**config.mk**
```make
export PLATFORM = sky130hd
export DESIGN_NAME = alu_sequencer_flat
export DESIGN_NICKNAME = d
export VERILOG_FILES = /design/src/rtl/alu_sequencer_if.sv /design/src/rtl/alu_sequencer.sv /design/src/flat_wrapper.sv
export SDC_FILE = /design/constraint.sdc
export NUM_CORES = 1
export LEC_CHECK = 0
export ABC_AREA = 1
export BUFFER_PORTS_ARGS = -buffer_cell sky130_fd_sc_hd__buf_2
export CORE_UTILIZATION = 57
export DETAILED_ROUTE_END_ITERATION = 6
export PLACE_DENSITY = 0.86
export SLEW_MARGIN = 10
export SYNTH_ARGS = -nofsm -noshare
export SYNTH_HDL_FRONTEND = slang
export SYNTH_SLANG_ARGS = --single-unit
```
**constraint.sdc**
```tcl
create_clock -name clock -period 3.3 [get_ports clock]
set_input_delay 0.33 -clock clock [delete_from_list [all_inputs] [get_ports clock]]
set_output_delay 0.33 -clock clock [all_outputs]
set_load 0.1 [all_outputs]
```
**src/rtl/alu_sequencer_if.sv**
```systemverilog
// CPU-side bus of the ALU sequencer: request handshake, operands and result.
interface alu_sequencer_if;
    logic        start;
    logic [4:0]  op;
    logic [31:0] a_in;
    logic [31:0] b_in;
    logic        busy;
    logic        done;
    logic [31:0] z_lo;
    logic [31:0] z_hi;
    logic        div_err;
    logic        illegal;

    modport master (
        output start, op, a_in, b_in,
        input  busy, done, z_lo, z_hi, div_err, illegal
    );

    modport slave (
        input  start, op, a_in, b_in,
        output busy, done, z_lo, z_hi, div_err, illegal
    );
endinterface

```
**src/rtl/alu_sequencer.sv**
```systemverilog
// Multi-cycle sequencer between the CPU control unit and the combinational ALU.
//
// state  | meaning
// IDLE   | waiting for start
// EXEC   | ALU operands/opcode held, down-counter running to capture
// SHIFT  | iterative shift/rotate, one bit per cycle
// FAULT  | DIV by zero or unknown opcode, error result captured on exit
// FINISH | done pulse; start accepted here for back-to-back ops
module alu_sequencer #(
    parameter int MUL_CYCLES = 4,
    parameter int DIV_CYCLES = 8
) (
    input  logic                  clock,
    input  logic                  clear,
    alu_sequencer_if.slave        bus,
    output logic [4:0]            alu_op,
    output logic [31:0]           alu_a,
    output logic [31:0]           alu_b,
    input  logic [31:0]           alu_z_lo,
    input  logic [31:0]           alu_z_hi
);
    localparam logic [4:0] OP_ADD  = 5'b00011;
    localparam logic [4:0] OP_SUB  = 5'b00100;
    localparam logic [4:0] OP_SHR  = 5'b00101;
    localparam logic [4:0] OP_SHRA = 5'b00110;
    localparam logic [4:0] OP_SHL  = 5'b00111;
    localparam logic [4:0] OP_ROR  = 5'b01000;
    localparam logic [4:0] OP_ROL  = 5'b01001;
    localparam logic [4:0] OP_AND  = 5'b01010;
    localparam logic [4:0] OP_OR   = 5'b01011;
    localparam logic [4:0] OP_MUL  = 5'b01111;
    localparam logic [4:0] OP_DIV  = 5'b10000;
    localparam logic [4:0] OP_NEG  = 5'b10001;
    localparam logic [4:0] OP_NOT  = 5'b10010;

    typedef enum logic [2:0] {IDLE, EXEC, SHIFT, FAULT, FINISH} state_t;

    state_t      state, next_state;
    logic [4:0]  op_q;
    logic [31:0] work;
    logic [15:0] cnt;
    logic [15:0] cnt_load;
    logic        accept;
    logic        op_shift, op_mul, op_div, op_legal;

    // Classify the incoming opcode so the accept branch can pick a path.
    always_comb begin
        op_shift = 1'b0;
        op_mul   = 1'b0;
        op_div   = 1'b0;
        op_legal = 1'b1;
        case (bus.op)
            OP_ADD, OP_SUB, OP_AND, OP_OR, OP_NEG, OP_NOT: ;
            OP_MUL:  op_mul = 1'b1;
            OP_DIV:  op_div = 1'b1;
            OP_SHR, OP_SHRA, OP_SHL, OP_ROR, OP_ROL: op_shift = 1'b1;
            default: op_legal = 1'b0;
        endcase
    end

    // State register; clear aborts any in-flight operation.
    always_ff @(posedge clock) begin
        if (clear) state <= IDLE;
        else       state <= next_state;
    end

    // Next-state and handshake/ALU-select outputs.
    always_comb begin
        next_state = state;
        accept     = 1'b0;
        cnt_load   = 16'd1;
        bus.busy   = 1'b0;
        bus.done   = 1'b0;
        alu_op     = 5'b00000;
        if (op_mul)        cnt_load = 16'(MUL_CYCLES);
        else if (op_div)   cnt_load = 16'(DIV_CYCLES);
        else if (op_shift) cnt_load = {11'd0, bus.b_in[4:0]};
        case (state)
            IDLE, FINISH: begin
                bus.done   = (state == FINISH);
                next_state = IDLE;
                if (bus.start) begin
                    accept = 1'b1;
                    if (!op_legal || (op_div && bus.b_in == 32'd0)) next_state = FAULT;
                    else if (op_shift)                               next_state = SHIFT;
                    else                                             next_state = EXEC;
                end
            end
            EXEC: begin
                bus.busy = 1'b1;
                alu_op   = op_q;
                if (cnt == 16'd1) next_state = FINISH;
            end
            SHIFT: begin
                bus.busy = 1'b1;
                if (cnt == 16'd0) next_state = FINISH;
            end
            FAULT: begin
                bus.busy   = 1'b1;
                next_state = FINISH;
            end
            default: next_state = IDLE;
        endcase
    end

    // Operand latching, timing counter, shifter and result capture.
    always_ff @(posedge clock) begin
        if (clear) begin
            op_q        <= 5'd0;
            work        <= 32'd0;
            cnt         <= 16'd0;
            alu_a       <= 32'd0;
            alu_b       <= 32'd0;
            bus.z_lo    <= 32'd0;
            bus.z_hi    <= 32'd0;
            bus.div_err <= 1'b0;
            bus.illegal <= 1'b0;
        end else begin
            if (accept) begin
                op_q <= bus.op;
                work <= bus.a_in;
                cnt  <= cnt_load;
                if (next_state == EXEC) begin
                    alu_a <= bus.a_in;
                    alu_b <= bus.b_in;
                end
            end
            case (state)
                EXEC: begin
                    cnt <= cnt - 16'd1;
                    if (cnt == 16'd1) begin
                        bus.z_lo    <= alu_z_lo;
                        bus.z_hi    <= (op_q == OP_MUL || op_q == OP_DIV) ? alu_z_hi : 32'd0;
                        bus.div_err <= 1'b0;
                        bus.illegal <= 1'b0;
                    end
                end
                SHIFT: begin
                    if (cnt != 16'd0) begin
                        cnt <= cnt - 16'd1;
                        case (op_q)
                            OP_SHR:  work <= {1'b0, work[31:1]};
                            OP_SHRA: work <= {work[31], work[31:1]};
                            OP_SHL:  work <= {work[30:0], 1'b0};
                            OP_ROR:  work <= {work[0], work[31:1]};
                            OP_ROL:  work <= {work[30:0], work[31]};
                            default: work <= work;
                        endcase
                    end else begin
                        bus.z_lo    <= work;
                        bus.z_hi    <= 32'd0;
                        bus.div_err <= 1'b0;
                        bus.illegal <= 1'b0;
                    end
                end
                FAULT: begin
                    // work still holds operand A here, which is the DIV-by-0 remainder.
                    if (op_q == OP_DIV) begin
                        bus.z_lo    <= 32'hFFFF_FFFF;
                        bus.z_hi    <= work;
                        bus.div_err <= 1'b1;
                        bus.illegal <= 1'b0;
                    end else begin
                        bus.z_lo    <= 32'd0;
                        bus.z_hi    <= 32'd0;
                        bus.div_err <= 1'b0;
                        bus.illegal <= 1'b1;
                    end
                end
                default: ;
            endcase
        end
    end
endmodule

```
**src/flat_wrapper.sv**
```systemverilog
// flat-port wrapper written by rule: the top's interface ports become plain ports
module alu_sequencer_flat 
#(
    parameter int MUL_CYCLES = 4,
    parameter int DIV_CYCLES = 8
)
  (clock, clear, alu_op, alu_a, alu_b, alu_z_lo, alu_z_hi, bus_start, bus_op, bus_a_in, bus_b_in, bus_busy, bus_done, bus_z_lo, bus_z_hi, bus_div_err, bus_illegal);
  alu_sequencer_if bus_i ();
  input  logic clock;
  input  logic clear;
  output logic [4:0] alu_op;
  output logic [31:0] alu_a;
  output logic [31:0] alu_b;
  input  logic [31:0] alu_z_lo;
  input  logic [31:0] alu_z_hi;
  input wire logic [$bits(bus_i.start)-1:0] bus_start;
  input wire logic [$bits(bus_i.op)-1:0] bus_op;
  input wire logic [$bits(bus_i.a_in)-1:0] bus_a_in;
  input wire logic [$bits(bus_i.b_in)-1:0] bus_b_in;
  output wire logic [$bits(bus_i.busy)-1:0] bus_busy;
  output wire logic [$bits(bus_i.done)-1:0] bus_done;
  output wire logic [$bits(bus_i.z_lo)-1:0] bus_z_lo;
  output wire logic [$bits(bus_i.z_hi)-1:0] bus_z_hi;
  output wire logic [$bits(bus_i.div_err)-1:0] bus_div_err;
  output wire logic [$bits(bus_i.illegal)-1:0] bus_illegal;
  assign bus_i.start = bus_start;
  assign bus_i.op = bus_op;
  assign bus_i.a_in = bus_a_in;
  assign bus_i.b_in = bus_b_in;
  assign bus_busy = bus_i.busy;
  assign bus_done = bus_i.done;
  assign bus_z_lo = bus_i.z_lo;
  assign bus_z_hi = bus_i.z_hi;
  assign bus_div_err = bus_i.div_err;
  assign bus_illegal = bus_i.illegal;
  alu_sequencer #(.MUL_CYCLES(MUL_CYCLES), .DIV_CYCLES(DIV_CYCLES)) u_core (.clock(clock), .clear(clear), .bus(bus_i), .alu_op(alu_op), .alu_a(alu_a), .alu_b(alu_b), .alu_z_lo(alu_z_lo), .alu_z_hi(alu_z_hi));
endmodule
```
==> out/metrics.cfg, run 1 <==
[status]
status=finished, final reports clean

[floorplan]
ioPinCount=273
initial_core_util_pct=58.5
dieWidth_um=132
core_sq_um=16600
die_y_um=132
rows=47
die_area_sq_um=17600

[cts]
cts-buffers-inserted=17
cts_resized=0
clk_path_buf_depth=2
cts_tree=yes
clock-sinks=186
post_cts_buffers=0
clkLatencyLatePin_ps=430
path_clk_slew_ps=70
root_buffer=clkbuf_16
hold_buffers=0
htreeDepth=4

[setup_path]
r2r_end=u_core.bus.z_lo[4]$_SDFFE_PP0P_
ff2ff_path_depth=11
max_stage_delay_ps=330
crit_start=u_core.cnt[0]$_SDFF_PP0_
arrival_ps=2820
crit_path_frequent_cell=nand2_2
crit_chain=inv_1 -> ha_1 -> nand2_2 -> nor2_4 -> nand2_1 -> nand2_2 -> nand3_2 -> clkinv_2 -> buf_12 -> nand3_1 -> o211a_1
r2r_start=u_core.cnt[0]$_SDFF_PP0_
critPathSlowestCell=dfxtp_1
end_kind=flop
path_max_fanout=91
criticalPathCategory=reg2reg
crit_end=u_core.bus.z_lo[4]$_SDFFE_PP0P_
r2r_setup_slack_ps=800
cp.required_ps=3620
startpoint_type=flop

[cells_and_area]
nFillCells=1443
multi_input_area_sq_um=4840
register_area_sq_um=3720
stdcell_count=1890
final_layout_size_suffix_gt1_share_pct=20.4
area_growth_pct=19.6
nets=1794

[global_route]
grtUsageTotal_pct=33.2
grt_start_max_net_pins=95
antenna_found_initial=1
first_global_vias=9173
grt_pass1_wl_mm=46.5
grt_overflow_total=0

[synth]
syn_area_sq_um=9710
seq_area_frac_synth_pct=38.4
synth.distinct_cells=32
syn_area_per_cell_sq_um=6.67
netlist_instances=1456
synth_seq_cells=186
yosys_warnings=0
syn_nets=1594

[power]
netSwitchingPower_mw=5.65
sw_frac_of_total_pct=52.7
p_comb_share_pct=51.8
p_int_mw=5.08
power_density_nw_per_um2=925
power_leakage_nw=5.92
power_frac_clock_pct=18.4
power_frac_seq_pct=29.8
vdd_drop_max_v=0.000809

[timing]
worst_slew_pin_slew_ps=832
drv_slew=0
finalCriticalPeriod_ps=2500
grt_setup_unrepaired=no
fin_worst_skew_ps=10.7
slew_headroom_pct=44.5
fmax_ghz=0.400
setup_viol=0
finalSetupTns_ps=0
fin_crit_sh_pct=75.7
hold_viol=0

[placement]
gp_congestion=0.877
dpl.cell_count=1857
port_buffers=272
hpwl_mm=20.9

[min_path]
hp-class=in2reg

[routing]
ant_nets=0
drt_iter0_drc=1047
drc=0
dr.pass1.iters=6
vias_per_cell=5.64
vias=10700
drt_wl_total_mm=30.2
avgRoutedWirePerCell_um=16.0

[run]
maxCapViolations=0

-- synth_stat cells (all sizes together) --
master    n  area share, %
xor2      4           0.36
ha        2           0.26
nand3b    1          0.077
dfxtp   186             38
nor3      6           0.31
nor4      1          0.064
clkbuf   43            1.7
clkinv    1          0.052
nand2   291             11
nand4    20            1.3
xnor2     2           0.18
nand3   223             12
o22ai     2           0.13
a21oi   114            5.9
a22oi    49            3.8
o21a      5           0.39
o211a    32            3.3
nor2    133            5.3
inv     169            6.5
o211ai    1          0.077
a31oi     5           0.32
buf      70            3.8
o21ai    96            5.0
-- per-layer routing --
| layer | GRT usage, % | share of wire (%) | vias to the layer above |
|---|---|---|---|
| li1 | - | - | 5197 |
| met1 | 43.3 | 42 | 4852 |
| met2 | 51.9 | 45 | 558 |
| met3 | 8.93 | 10 | 58 |
| met4 | 13.5 | 2.5 | 0 |
| met5 | 0 | 0 | - |
-- cells in the final DEF, fill, tap and decap left out, types with 6 or more instances in the layout --
master	instances
inv_1	163
nor3_1	6
buf_4	19
nand3_1	222
buf_2	272
nand2_1	288
nand4_1	20
nor2_1	127
o211a_1	32
clkbuf_16	17
a22oi_1	49
dfxtp_1	186
a21oi_1	113
o21ai_0	95
-- cell type report --
type / instances / area share [%]
clock buffers: 23 / 4.03
inverters: 170 / 5.53
multi-input cells: 987 / 41.7
clock inverters: 9 / 0.797
diodes: 1 / 0.0216
flip-flops and latches: 186 / 32.1
repair buffers: 294 / 13.5
well taps: 220 / 2.37
-- metrics by stage --
| step | hold slack [ps] | worst slack [ps] | util, % | total power [mW] | instance area [sq um] |
|---|---|---|---|---|---|
| CTS | 156 | 852 | 70.0 | 10.7 | 11600 |
| finish | 164 | 802 | 70.0 | 10.7 | 11600 |
| global placement | 450 | 1000 | 66.6 | 8.62 | 11000 |
| global route | 165 | 577 | 70.0 | 11.3 | 11600 |
| detailed placement | 454 | 889 | 66.6 | 8.71 | 11000 |
| floorplan | 434 | 433 | - | 7.70 | 9710 |
-- sequential cells by signal (all words and copies together), names as in the netlist --
register and flops:
u_core.op_q 5, u_core.cnt 16, u_core.alu_a 32, u_core.bus.z_hi 32, u_core.bus.div_err 1, u_core.work 32, u_core.bus.z_lo 32, u_core.alu_b 32
u_core.state 3, u_core.bus.illegal 1
-- worst min-delay path by stage --
stage	from	endpoint	slack, ps	depth (start not counted)
2_1_floorplan	u_core.cnt[15]$_SDFF_PP0_	u_core.cnt[15]$_SDFF_PP0_	430	2
3_3_place_gp	u_core.cnt[15]$_SDFF_PP0_	u_core.cnt[15]$_SDFF_PP0_	450	2
3_5_place_dp	u_core.bus.z_hi[9]$_SDFFE_PP0P_	u_core.bus.z_hi[9]$_SDFFE_PP0P_	450	2
4_1_cts	alu_z_hi[16]	u_core.bus.z_hi[16]$_SDFFE_PP0P_	160	3
5_1_grt	alu_z_hi[18]	u_core.bus.z_hi[18]$_SDFFE_PP0P_	160	3
6_report	alu_z_hi[16]	u_core.bus.z_hi[16]$_SDFFE_PP0P_	160	3
-- worst max-delay path, delay by kind of cell (launching register included) --
family	cells	cell delay [ps]
compound gates	1	150
simple gates	6	1000
buf+inv	3	590
flops	1	330
fa+ha+maj	1	270
-- cells by family after synthesis --
logic type | count (synthesis) | share of synthesized area (%)
and+or+nand+nor | 675 | 29.9
buffers and inverters | 283 | 12.1
xor gates and xnor gates | 6 | 0.541
adders and majority gates | 2 | 0.258
DFF | 186 | 38.4
AOI/OAI and AO/OA | 304 | 18.8
-- power groups by stage --
stage	clock network (mW)	logic (mW)	registers [mW]
floorplan	0	2.50	5.21
finish	1.98	5.56	3.20
CTS	2.00	5.52	3.18
global placement	0	5.42	3.20
detailed placement	0	5.49	3.21
global route	2.08	5.95	3.24
Note: power is estimated with default switching activity, not from simulation.
==> run 2: changes to the inputs <==
--- a/config.mk
+++ b/config.mk
@@ -7,9 +7,9 @@
 export LEC_CHECK = 0
 export ABC_AREA = 1
 export BUFFER_PORTS_ARGS = -buffer_cell sky130_fd_sc_hd__buf_2
-export CORE_UTILIZATION = 57
+export CORE_UTILIZATION = 48
 export DETAILED_ROUTE_END_ITERATION = 6
-export PLACE_DENSITY = 0.86
+export PLACE_DENSITY = 0.77
 export SLEW_MARGIN = 10
 export SYNTH_ARGS = -nofsm -noshare
 export SYNTH_HDL_FRONTEND = slang
==> constraint.sdc (replaced) <==
create_clock -name clock -period 2.2 [get_ports clock]
set_input_delay 0.22 -clock clock [delete_from_list [all_inputs] [get_ports clock]]
set_output_delay 0.22 -clock clock [all_outputs]
set_load 0.1 [all_outputs]
==> run 2 against run 1 <==
- combinational power rose by 57%
- via count down 0.52%
- clock power up 59%
- first-iteration DRC count is 5.3% lower
- critical path depth decreased by 6
- largest power group unchanged
- highest routed layer unchanged
==> out/metrics.cfg, run 2 (same netlist as run 1, synthesis figures left out) <==
[floorplan]
dieWidth_um=144  ; +8.8%
die_y_um=144  ; +8.8%
die_area_sq_um=20800  ; +18%
rows=51  ; +8.5%
core_sq_um=19700  ; +19%
initial_core_util_pct=49.4  ; -9.1 points
ioPinCount=273  ; unchanged

[routing]
avgRoutedWirePerCell_um=15.8  ; -0.94%
vias_per_cell=5.40  ; -4.4%
drc=0  ; unchanged
vias=10600  ; -0.52%
drt_iter0_drc=992  ; -5.3%
ant_nets=0  ; unchanged
dr.pass1.iters=5  ; -1
drt_wl_total_mm=31.1  ; +3.0%

[cells_and_area]
final_layout_size_suffix_gt1_share_pct=22.3  ; +1.9 points
nets=1825  ; +1.7%
register_area_sq_um=3720  ; unchanged
nFillCells=1889  ; +31%
multi_input_area_sq_um=4860  ; +0.36%
area_growth_pct=24.1
final_cell_mix=nand2_1, buf_2, nand3_1
layout_commonest_cell=nand2_1

[timing]
fmax_ghz=0.498
slew_headroom_pct=54.1  ; +9.6 points
grt_setup_unrepaired=yes
worst_slew_pin_slew_ps=688  ; -143 ps
drv_slew=0  ; unchanged
finalCriticalPeriod_ps=2010
fin_crit_sh_pct=91.3
finalSetupTns_ps=0  ; unchanged
holdWs_ps=41.3  ; -123 ps
fin_worst_skew_ps=20.6  ; +9.87 ps
setup_viol=0  ; unchanged
hold_viol=0  ; unchanged

[power]
power_density_nw_per_um2=1380  ; +49%
power_mw=16.6  ; +55%
power_leakage_nw=6.14  ; +3.7%
vdd_drop_max_v=0.00106  ; +31%

[min_path]
hp-class=in2reg
min_path_cells=3  ; unchanged
hold_start=alu_z_hi[2]
hold_end=u_core.bus.z_hi[2]$_SDFFE_PP0P_

[cts]
clkLatencyLatePin_ps=440  ; about the same
root_buffer=clkbuf_16
clock-sinks=186  ; unchanged
htreeDepth=4  ; unchanged
cts_tree=yes
clk_path_buf_depth=2  ; unchanged
cts-buffers-inserted=17  ; unchanged
path_clk_slew_ps=80  ; about the same

[global_route]
grt_overflow_total=0  ; unchanged
first_global_vias=9375  ; +2.2%
grtUsageTotal_pct=29.5  ; -3.7 points
grt_start_max_net_pins=86  ; -9.5%
antenna_found_initial=1  ; unchanged
grt_pass1_wl_mm=47.8  ; +2.8%

[setup_path]
arrival_ps=1790  ; -1030 ps
cp.required_ps=1980  ; -1640 ps
r2r_setup_slack_ps=200  ; -600 ps
end_kind=output pin
startpoint_type=flop
ff2ff_path_depth=14  ; +3
criticalPathCategory=reg2out
path_max_fanout=10  ; -89%
r2r_end=u_core.alu_a[27]$_SDFFE_PP0P_
r2r_start=u_core.cnt[1]$_SDFF_PP0_

[placement]
port_buffers=272  ; unchanged
gp_congestion=0.859  ; -2.1%
hpwl_mm=22.1  ; +5.5%

[status]
status=finished, final reports clean

[run]
maxCapViolations=0  ; unchanged

-- run 2: area by class of cell --
cell class | instances | area share, %
clock buffers | 18 | 3.65
inverters | 170 | 5.36
well taps | 265 | 2.75
clock inverters | 14 | 1.27
repair buffers | 324 | 15.7
diodes | 1 | 0.0208
flip-flops and latches | 186 | 30.9
multi-input cells | 988 | 40.3
-- run 2: worst max path at each step --
stage,endpoint,slack [ps],startpoint
floorplan,alu_op[0],-10,u_core.state[0]$_SDFF_PP0_
global placement,u_core.bus.z_lo[23]$_SDFFE_PP0P_,200,u_core.cnt[0]$_SDFF_PP0_
detailed placement,u_core.bus.z_lo[30]$_SDFFE_PP0P_,150,u_core.cnt[0]$_SDFF_PP0_
CTS,u_core.bus.z_lo[20]$_SDFFE_PP0P_,140,u_core.cnt[0]$_SDFF_PP0_
global route,u_core.alu_a[28]$_SDFFE_PP0P_,6,u_core.cnt[1]$_SDFF_PP0_
finish,alu_op[4],190,u_core.state[0]$_SDFF_PP0_
-- run 2: through the flow --
stage	cells	utilization, %	worst slack [ps]	instance area, sq um
after global routing	1966	61.3	6.06	12000
after detailed placement	1930	58.1	149	11400
after global placement	1930	58.1	200	11400
after floorplan	1456	-	-12.1	9710
final	1966	61.3	192	12000
after CTS	1962	61.1	143	12000
-- run 2: where the power goes --
part           total (mW)  switching (mW)  internal (mW)  leakage [nW]
sequential           4.76           0.630           4.13          1.52
combinational        8.73            6.57           2.16          4.32
clock                3.14            1.49           1.65         0.292
total                16.6            8.69           7.94          6.14
-- run 2: critical path, stage by stage (launching register included) --
cell	delay (ps)
dfxtp_1	350
inv_2	70
nor3_1	230
inv_2	150
nor2_1	120
buf_2	430
-- run 2: repair_timing --
action | 4_1_cts | 5_1_grt
hold buffers | 0 | 0
gates resized for setup | 0 | 4
endpoints found under the setup margin | 0 | 11
endpoints found under the hold margin | 0 | 0
buffers inserted | 0 | 2
-- run 2: metal layers --
metal	global-route usage, %	vias up	share of wire (%)
li1	-	5255	-
met2	47.5	486	45
met4	9.53	0	1.8
met5	0	-	0
met1	38.8	4830	43
met3	6.79	39	10
